[config.mk]
export PLATFORM = sky130hd
export DESIGN_NAME = ysyx_22040931_lsu
export DESIGN_NICKNAME = d
export VERILOG_FILES = /design/src/rtl/ysyx_22040931_lsu.sv
export SDC_FILE = /design/constraint.sdc
export NUM_CORES = 1
export LEC_CHECK = 0
export CORE_MARGIN = 2
export CORE_UTILIZATION = 47
export DETAILED_ROUTE_END_ITERATION = 12
export GPL_TIMING_DRIVEN = 0
export PLACE_DENSITY = 0.82
export RECOVER_POWER = 50
export SLEW_MARGIN = 25
export SYNTH_ARGS = -nofsm -noshare
export SYNTH_HDL_FRONTEND = slang
export SYNTH_SLANG_ARGS = --single-unit
[constraint.sdc]
create_clock -name clock -period 10 [get_ports clock]
set_input_delay 2 -clock clock [delete_from_list [all_inputs] [get_ports clock]]
set_output_delay 2 -clock clock [all_outputs]
set_load 0.01 [all_outputs]
[src/rtl/ysyx_22040931_lsu.sv]
// Multi-cycle load/store unit: one request at a time over a valid/ready bus.
// Optional misaligned-access check enabled by YSYX_22040931_LSU_MISALIGN_CHK_EN.
module ysyx_22040931_lsu #(
  parameter int ADDR_W = 64,
  parameter int DATA_W = 64
) (
  input  logic              clock,
  input  logic              reset,
  input  logic              req_valid,
  output logic              req_ready,
  input  logic              req_wr,
  input  logic [1:0]        req_size,
  input  logic              req_unsigned,
  input  logic [ADDR_W-1:0] req_addr,
  input  logic [DATA_W-1:0] req_wdata,
  input  logic [4:0]        req_rd,
  output logic              busy,
  output logic              resp_valid,
  output logic              resp_wr,
  output logic [4:0]        resp_rd,
  output logic [DATA_W-1:0] resp_rdata,
  output logic              resp_err,
  output logic              bus_valid,
  input  logic              bus_ready,
  output logic              bus_wr,
  output logic [ADDR_W-1:0] bus_addr,
  output logic [7:0]        bus_wmask,
  output logic [DATA_W-1:0] bus_wdata,
  input  logic              bus_rvalid,
  input  logic [DATA_W-1:0] bus_rdata
);

  typedef enum logic [1:0] {IDLE, REQ, WAIT, RESP} state_t;

  state_t             state_reg, state_next;
  logic               wr_reg;
  logic [1:0]         size_reg;
  logic               uns_reg;
  logic [ADDR_W-1:0]  addr_reg;
  logic [DATA_W-1:0]  wdata_reg;
  logic [4:0]         rd_reg;
  logic [DATA_W-1:0]  rdata_reg;
  logic               misalign;
  logic               accept;
  logic [5:0]         shamt;
  logic [DATA_W-1:0]  shifted;
  logic [DATA_W-1:0]  load_data;
  logic [7:0]         lane_mask;

  assign accept = (state_reg == IDLE) && req_valid;
  assign shamt  = {addr_reg[2:0], 3'b000};

`ifdef YSYX_22040931_LSU_MISALIGN_CHK_EN
  logic err_reg;

  always_comb begin
    misalign = 1'b0;
    case (req_size)
      2'd1:    misalign = req_addr[0];
      2'd2:    misalign = |req_addr[1:0];
      2'd3:    misalign = |req_addr[2:0];
      default: misalign = 1'b0;
    endcase
  end

  always_ff @(posedge clock or posedge reset) begin
    if (reset)       err_reg <= 1'b0;
    else if (accept) err_reg <= misalign;
  end

  assign resp_err = err_reg;
`else
  assign misalign = 1'b0;
  assign resp_err = 1'b0;
`endif

  always_ff @(posedge clock or posedge reset) begin
    if (reset) state_reg <= IDLE;
    else       state_reg <= state_next;
  end

  always_comb begin
    state_next = state_reg;
    case (state_reg)
      IDLE: if (req_valid) state_next = misalign ? RESP : REQ;
      REQ:  if (bus_ready) state_next = wr_reg ? RESP : WAIT;
      WAIT: if (bus_rvalid) state_next = RESP;
      RESP: state_next = IDLE;
      default: state_next = IDLE;
    endcase
  end

  always_ff @(posedge clock or posedge reset) begin
    if (reset) begin
      wr_reg    <= 1'b0;
      size_reg  <= 2'd0;
      uns_reg   <= 1'b0;
      addr_reg  <= '0;
      wdata_reg <= '0;
      rd_reg    <= 5'd0;
      rdata_reg <= '0;
    end else if (accept) begin
      wr_reg    <= req_wr;
      size_reg  <= req_size;
      uns_reg   <= req_unsigned;
      addr_reg  <= req_addr;
      wdata_reg <= req_wdata;
      rd_reg    <= req_rd;
      rdata_reg <= '0;
    end else if (state_reg == WAIT && bus_rvalid) begin
      rdata_reg <= load_data;
    end
  end

  // Load path: shift the addressed lane down, then extend to full width.
  always_comb begin
    shifted   = bus_rdata >> shamt;
    load_data = shifted;
    case (size_reg)
      2'd0: load_data = uns_reg ? {{(DATA_W-8){1'b0}}, shifted[7:0]}
                                : {{(DATA_W-8){shifted[7]}}, shifted[7:0]};
      2'd1: load_data = uns_reg ? {{(DATA_W-16){1'b0}}, shifted[15:0]}
                                : {{(DATA_W-16){shifted[15]}}, shifted[15:0]};
      2'd2: load_data = uns_reg ? {{(DATA_W-32){1'b0}}, shifted[31:0]}
                                : {{(DATA_W-32){shifted[31]}}, shifted[31:0]};
      default: load_data = shifted;
    endcase
  end

  // Lanes shifted beyond byte 7 fall off the 8-bit mask.
  always_comb begin
    lane_mask = 8'h00;
    case (size_reg)
      2'd0:    lane_mask = 8'h01 << addr_reg[2:0];
      2'd1:    lane_mask = 8'h03 << addr_reg[2:0];
      2'd2:    lane_mask = 8'h0F << addr_reg[2:0];
      default: lane_mask = 8'hFF;
    endcase
  end

  assign req_ready  = (state_reg == IDLE) && !reset;
  assign busy       = (state_reg != IDLE);
  assign resp_valid = (state_reg == RESP);
  assign resp_wr    = wr_reg;
  assign resp_rd    = rd_reg;
  assign resp_rdata = rdata_reg;
  assign bus_valid  = (state_reg == REQ);
  assign bus_wr     = (state_reg == REQ) && wr_reg;
  assign bus_addr   = {addr_reg[ADDR_W-1:3], 3'b000};
  assign bus_wmask  = wr_reg ? lane_mask : 8'h00;
  assign bus_wdata  = wr_reg ? (wdata_reg << shamt) : '0;

endmodule
# After elaboration in Yosys (flattened, before gate mapping)
# Cells that the tools add are included.
# classes
reduce_logical,10
n_shift,5
eq_ne,8
n_mux,14
# op_table
operator,count
2-to-1 mux 64 bit,6
case mux 64 bit (3 select lines),1
left shift 64 x 6 -> 64 bit,1
>> shifter 64 x 6 -> 64 bit,1
case mux 8 bit (3 select lines),1
2-to-1 mux 8 bit,1
case mux 2 bit (4 select lines),1
"left shift 1 x 3 -> 8 bit, first input constant",1
"left shift 2 x 3 -> 8 bit, first input constant",1
"left shift 4 x 3 -> 8 bit, first input constant",1
"== test 2 bit, second input constant",3
2-to-1 mux 2 bit,3
"== test 2 x 1 -> 1 bit, second input constant",2
logical AND 1 bit,4
zero test 2 bit,2
"inequality test 2 bit, second input constant",2
nonzero test 2 bit,2
AND reduction 3 bit,1
"inequality test 2 x 1 -> 1 bit, second input constant",1
zero test 1 bit,1
2-to-1 mux 1 bit,1
# totals
output_inout_bits,212
elab_cells,45
ff_bits,203
inputBits,206

# Depth between registers and ports, before layout
# Gate-level depths: netlist of run 1.
# logic_depth
depth_word,5
mapped_depth,9
mapped_depth_nobuf,7

# Worst setup path after synthesis of run 1
# Ideal clock, no wire load.
# synth_timing
kind,input to output
startpoint,in reset
endpoint,out req_ready
setup_slack_ns,5.843
stages,1
path_buffers,0
arrival_ns,2.157
required_time_ns,8.000
path_cell_list,nor2_1
# synth_via
elab_chain_cells,2
# synth_rtl
element,line_no,source
from (decl),8,"input logic reset,"
zero test 1 bit,141,assign req_ready = (state_reg == IDLE) && !reset;
logical AND 1 bit,141,
to (decl),10,"output logic req_ready,"
# No other way between the ends.

==> results_dict.tcl, run 1 <==
set metrics [dict create \
    port_buffers 413 \
    min_path_type "register to register" \
    gr-usage-met2 0.6026 \
    clock_path_buffers 3 \
    die_y_microns 165.9 \
    first_global_vias 11879 \
    hold_ws_ps 477.4 \
    synthFlopType "dfrtp_1" \
    preCtsSetupSlack_ps 4595 \
    fp.dieW_microns 165.9 \
    antenna_left 0 \
    maxSlewHeadroom -1.155 \
    rrSetupSlack_ps 7300 \
    dpl_cell_area_sq_mm 0.01695 \
    period_minus_slack_ps 6590 \
    synth_cell_types 51 \
    hold_buffers 0 \
    status "complete, but fails checks" \
    critPathMaxFanout 63 \
    antenna_found_initial 3 \
    maxSlewViolCount 120 \
    use_met3 0.09104 \
    hpwl_microns 38160 \
    cp-end-kind "asynchronous set/reset pin" \
    post-route-period-util 0.6590 \
    critPathArrivalTime_ps 6510 \
    worst_pin_slew_ps 3233 \
    yosys_warnings 0 \
    area_growth_syn_to_layout_pct 43.90 \
    fin_nets 1782 \
    grt_start_max_net_pins 87 \
    power_density_mw_per_mm2 355.9 \
    coreArea_sq_mm 0.02591 \
    rr_worst_depth 7 \
    clkTransAtPathRegs_ps 60 \
    timing.rr.start "addr_reg[2]$_DFFE_PP0P_" \
    viasPerCell 5.846 \
    cts_setup_buffers 0 \
    die_area_sq_mm 0.02754 \
    dr.pass1.iters 5 \
    cts_tree "done" \
    peakVddDrop_mv 0.2371 \
    hold_viol 0 \
    top_usage_layer "met2" \
    crit_slowest_cell "clkbuf_1" \
    drt_wl_total_microns 48990 \
    postLayoutSetupSlackWorst_ps 3410 \
    p_leak_uw 0.007696 \
    crit_family "buffers and inverters" \
    finalSetupTns_ps 0 \
    use_met1 0.4072 \
    num_vias 11225 \
    post_drt_wl_per_cell_microns 25.51 \
    fmax_mhz 151.7 \
    required_ps 9920 \
    drtIter0Drc 1040 \
    ys_ff_latch 203 \
    grt_usage 0.3481 \
    critPathKind "input port to asynchronous set/reset pin" \
    critical_path_buf_inv_count 3 \
    setup_viol 0 \
    grt_overflow 0 \
    initial_core_util 0.4757 \
    finish.utilization 0.6845 \
    seq_area_frac_synth 0.4121 \
    ios 418 \
    final_area_sq_mm 0.01774 \
    cap_violations 2 \
    fin_skew_ps 11.33 \
    cts-resized-gates 0 \
    syn_area_sq_mm 0.01233 \
    drive_gt1_frac 0.2193 \
    holdPathEnd "resp_rdata[61]$_DFFE_PP0P_" \
    cts_root_buffer "clkbuf_16" \
    placementRows 59 \
    clock_latency_ps 540 \
    gp_congestion 0.9847 \
    violations "capacitance limit, slew limit" \
    htree_num_levels 1 \
    worst_hold_startpoint "resp_rdata[61]$_DFFE_PP0P_" \
    cts_buffers 23 \
    rsz0062_at_grt "no" \
    cp-start-kind "input port" \
    worstPathCellList "dlygate4sd3_1 -> clkinvlp_2 -> clkbuf_1" \
    timing.rr.end "resp_rdata[43]$_DFFE_PP0P_" \
    synth-edff-count 0 \
    postSynth.asyncResetShare 1.000 \
    cpPeakStageDelay_ps 2370 \
    route.detailed.drc 0 \
    grt_first_pass_wirelength_microns 73310 \
    min_path_cells 2 \
    cts.sinks 203 \
    synth_cells 1123 \
    synth.avg_cell_area_sq_um 10.98 \
]
-- final cells by class --
class,count,area [sq um]
fillers,1924,8174
multi-input cells,755,6264
flip-flops and latches,203,5080
repair buffers,415,4165
plain buffers,156,948.4
clock buffers,33,673.1
well taps,335,419.2
clock inverters,8,133.9
inverters,12,46.29
diodes,3,7.507
-- cells by family after synthesis --
group | count (synthesis) | synth area share
multiplexers | 291 | 0.2847
adder cells (fa/ha/maj) | 10 | 0.01015
AND/OR/NAND/NOR | 222 | 0.08557
AO/OA/AOI/OAI | 228 | 0.1265
flip-flops | 203 | 0.4121
buffers and inverters | 168 | 0.08060
other | 1 | 0.0003042
-- report_power, final --
group	leakage (uW)	total, uW	internal [uW]	switching [uW]
sequential	0.00250	1530	1200	328
combinational	0.00479	3880	1940	1940
clock	0.000400	907	548	360
total	0.00770	6310	3690	2630
-- placed cells by master, fill, tap and decap left out, drive strengths merged, types with 9 or more instances in the layout --
cell and n:
nand2 83, o22ai 22, dlygate4sd3 94, mux2 164, nor2 52, inv 13
a211oi 11, a21oi 46, a221o 16, a22oi 11, ha 10, nor2b 41
buf 105, and2 25, o31ai 26, clkdlybuf4s50 319, clkbuf 86, mux2i 96
dfrtp 203, mux4 31, a22o 11, o22a 9, o21ai 54
-- through the flow --
step	power (uW)	cells
global placement	5326	1874
floorplan	3739	1126
global route	6612	1919
detailed placement	5393	1876
finish	6313	1920
CTS	6336	1917
-- synthesized netlist by cell type (2+ instances only) --
cell type / instances / area, sq um
nand2b_1: 5 / 31.28
nor3_1: 3 / 15.01
mux2_2: 163 / 1836
buf_6: 10 / 112.6
nor3_2: 2 / 20.02
o22ai_1: 22 / 137.6
o21ai_1: 23 / 115.1
o21ai_0: 31 / 155.2
inv_1: 11 / 41.29
and3_1: 4 / 25.02
a21o_1: 2 / 15.01
o31ai_1: 22 / 165.2
ha_1: 10 / 125.1
buf_4: 69 / 518.0
a211oi_1: 11 / 82.58
a221o_1: 16 / 160.2
clkbuf_1: 52 / 195.2
o31ai_2: 4 / 50.05
a22o_1: 11 / 96.34
buf_1: 2 / 7.510
o22a_1: 9 / 78.83
a22oi_1: 11 / 82.58
dfrtp_1: 203 / 5080
o31a_1: 7 / 61.31
nor2_1: 52 / 195.2
nor2b_1: 40 / 250.2
a21boi_0: 2 / 15.01
and2_1: 25 / 156.4
nand3_1: 6 / 30.03
o221ai_1: 2 / 17.52
mux2i_1: 95 / 950.9
nand2_1: 83 / 311.6
a21oi_1: 45 / 225.2
buf_2: 23 / 115.1
mux4_2: 31 / 698.2
-- worst register-to-register path, cell delays in order (launching register included) --
cell and delay, ps:
dfrtp_1 370, buf_2 190, inv_1 90, clkbuf_1 530
buf_2 390, clkbuf_1 580, a21oi_1 190, o31ai_1 260
-- per-layer routing --
metal / routed length, microns / vias to the layer above
met2: 24260 / 683
met3: 4578 / 141
met1: 17600 / 5512
met4: 2539 / 0
li1: - / 4889
met5: 0 / -
-- worst max path at each step --
stage / startpoint / to / slack (ps) / cells after the start
floorplan: reset / addr_reg[0]$_DFFE_PP0P_ / 2460 / 1
global placement: reset / wdata_reg[44]$_DFFE_PP0P_ / -160 / 2
detailed placement: addr_reg[2]$_DFFE_PP0P_ / bus_wdata[63] / 4600 / 8
CTS: addr_reg[2]$_DFFE_PP0P_ / bus_wdata[63] / 4000 / 8
global route: reset / wdata_reg[34]$_DFFE_PP0P_ / 2400 / 3
finish: reset / wdata_reg[58]$_DFFE_PP0P_ / 3410 / 3
Note: power is estimated with default switching activity, not from simulation.
==> inputs of run 2 (changes only) <==
--- a/config.mk
+++ b/config.mk
@@ -6,10 +6,10 @@
 export NUM_CORES = 1
 export LEC_CHECK = 0
 export CORE_MARGIN = 2
-export CORE_UTILIZATION = 47
+export CORE_UTILIZATION = 42
 export DETAILED_ROUTE_END_ITERATION = 12
 export GPL_TIMING_DRIVEN = 0
-export PLACE_DENSITY = 0.82
+export PLACE_DENSITY = 0.78
 export RECOVER_POWER = 50
 export SLEW_MARGIN = 25
 export SYNTH_ARGS = -nofsm -noshare
==> constraint.sdc (replaced) <==
create_clock -name clock -period 5.8 [get_ports clock]
set_input_delay 1.16 -clock clock [delete_from_list [all_inputs] [get_ports clock]]
set_output_delay 1.16 -clock clock [all_outputs]
set_load 0.01 [all_outputs]
==> run 2 against run 1 <==
Register-to-register slack lost 4300 ps. Critical path depth increased by 5. The run still ends with capacitance limit, slew limit left. First-iteration DRC count is 16% lower.
==> results_dict.tcl, run 2 (synthesis gave the netlist of run 1 again) <==
set metrics [dict create \
    status "complete, but fails checks" \
    violations "capacitance limit, slew limit" \
    critPathKind "register to output port" \
    peakVddDrop_mv 0.4104 \
    fp.dieW_microns 175.3 \
    final_cell_mix "clkdlybuf4s50_1, dfrtp_1, mux2_2" \
    worst_pin_slew_ps 1784 \
    die_area_sq_mm 0.03073 \
    fmax_mhz 199.3 \
    final_common_cell "clkdlybuf4s50_1" \
    placementRows 62 \
    drt_wl_total_microns 50600 \
    power_density_mw_per_mm2 612.9 \
    port_buffers 413 \
    rsz0062_at_grt "no" \
    fin_skew_ps 17.04 \
    clkTransAtPathRegs_ps 60 \
    viasPerCell 5.772 \
    antenna_left 0 \
    hold_buffers 0 \
    cts_setup_buffers 0 \
    post_drt_wl_per_cell_microns 25.64 \
    cap_violations 3 \
    ios 418 \
    num_vias 11389 \
    fin_nets 1788 \
    post-route-period-util 0.8653 \
    gp_congestion 0.9375 \
    critPathArrivalTime_ps 3860 \
    grt_first_pass_wirelength_microns 74060 \
    maxSlewHeadroom -0.1892 \
    worstPathCellList "buf_2 -> inv_1 -> clkbuf_1 -> buf_2 -> clkbuf_1 -> nand2_1 -> a21boi_0 -> clkdlybuf4s50_1" \
    period_minus_slack_ps 5019 \
    cts.sinks 203 \
    cpPeakStageDelay_ps 660 \
    cts_buffers 24 \
    crit_slowest_cell "clkdlybuf4s50_1" \
    finalPower_uw 10920 \
    antenna_found_initial 3 \
    grt_overflow 0 \
    drtIter0Drc 871 \
    postLayoutSetupSlackWorst_ps 781.3 \
    dr.pass1.iters 8 \
    htree_num_levels 1 \
    cp-end-kind "output port" \
    cts-resized-gates 0 \
    grt_usage 0.3220 \
    initial_core_util 0.4283 \
    clock_latency_ps 550 \
    drive_gt1_frac 0.2198 \
    p_leak_uw 0.007699 \
    area_growth_syn_to_layout_pct 44.55 \
    setup_viol 0 \
    cp-start-kind "register" \
    critPathMaxFanout 10 \
    maxSlewViolCount 96 \
    grt_start_max_net_pins 35 \
    hpwl_microns 39650 \
    clock_path_buffers 3 \
    coreArea_sq_mm 0.02878 \
    min_path_type "register to register" \
    preCtsSetupSlack_ps 1464 \
    die_y_microns 175.3 \
    first_global_vias 11704 \
    hold_viol 0 \
    cts_tree "done" \
    final_area_sq_mm 0.01782 \
    route.detailed.drc 0 \
    dpl_cell_area_sq_mm 0.01712 \
    finalSetupTns_ps 0 \
    cts_root_buffer "clkbuf_16" \
    required_ps 4640 \
]
[run 2: worst max-delay path, delay by kind of cell, from the launching register on]
family	cells	cell delay (ps)
simple gates	1	130
compound gates	1	440
buf+inv	6	2380
flops	1	370
[run 2: path summary, 6_finish.rpt]
| kind | start | end | slack, ps | depth (start not counted) |
|---|---|---|---|---|
| worst min register to register | resp_rdata[61]$_DFFE_PP0P_ | resp_rdata[61]$_DFFE_PP0P_ | 470 | 2 |
| max in group asynchronous | reset | addr_reg[51]$_DFFE_PP0P_ | 1730 | 4 |
| worst max-delay path | addr_reg[2]$_DFFE_PP0P_ | bus_wdata[63] | 780 | 8 |
| worst max register to register | state_reg[0]$_DFFE_PP0P_ | wdata_reg[61]$_DFFE_PP0P_ | 3030 | 6 |
| worst min-delay path | resp_rdata[61]$_DFFE_PP0P_ | resp_rdata[61]$_DFFE_PP0P_ | 470 | 2 |
| min in group asynchronous | reset | wdata_reg[24]$_DFFE_PP0P_ | 1320 | 2 |
[run 2: per-layer routing]
metal	vias up	track usage	wire (microns)
li1	4900	-	-
met1	5611	0.3808	18430
met2	727	0.5610	24880
met3	147	0.07879	4939
met4	4	0.1306	2317
met5	-	0	26
[run 2: area by class of cell]
| cell class | instances | area, sq um |
|---|---|---|
| multi-input cells | 755 | 6246 |
| clock inverters | 12 | 153.9 |
| plain buffers | 156 | 948.4 |
| inverters | 12 | 46.29 |
| diodes | 1 | 2.502 |
| repair buffers | 420 | 4177 |
| clock buffers | 30 | 683.2 |
| well taps | 384 | 480.5 |
| fillers | 2369 | 10960 |
| flip-flops and latches | 203 | 5080 |
[run 2: where the power goes]
group	switching, uW	total (uW)	internal (uW)
Sequential	573	2640	2060
Clock	654	1580	929
Combinational	3350	6700	3350
[run 2: per-stage QoR]
| stage | util | std cells | hold WS, ps |
|---|---|---|---|
| after floorplan | - | 1126 | 474.7 |
| after global placement | 0.5891 | 1923 | 462.3 |
| after detailed placement | 0.5948 | 1930 | 466.7 |
| after CTS | 0.6239 | 1972 | 480.7 |
| after global routing | 0.6190 | 1972 | 496.9 |
| final | 0.6191 | 1973 | 472.8 |
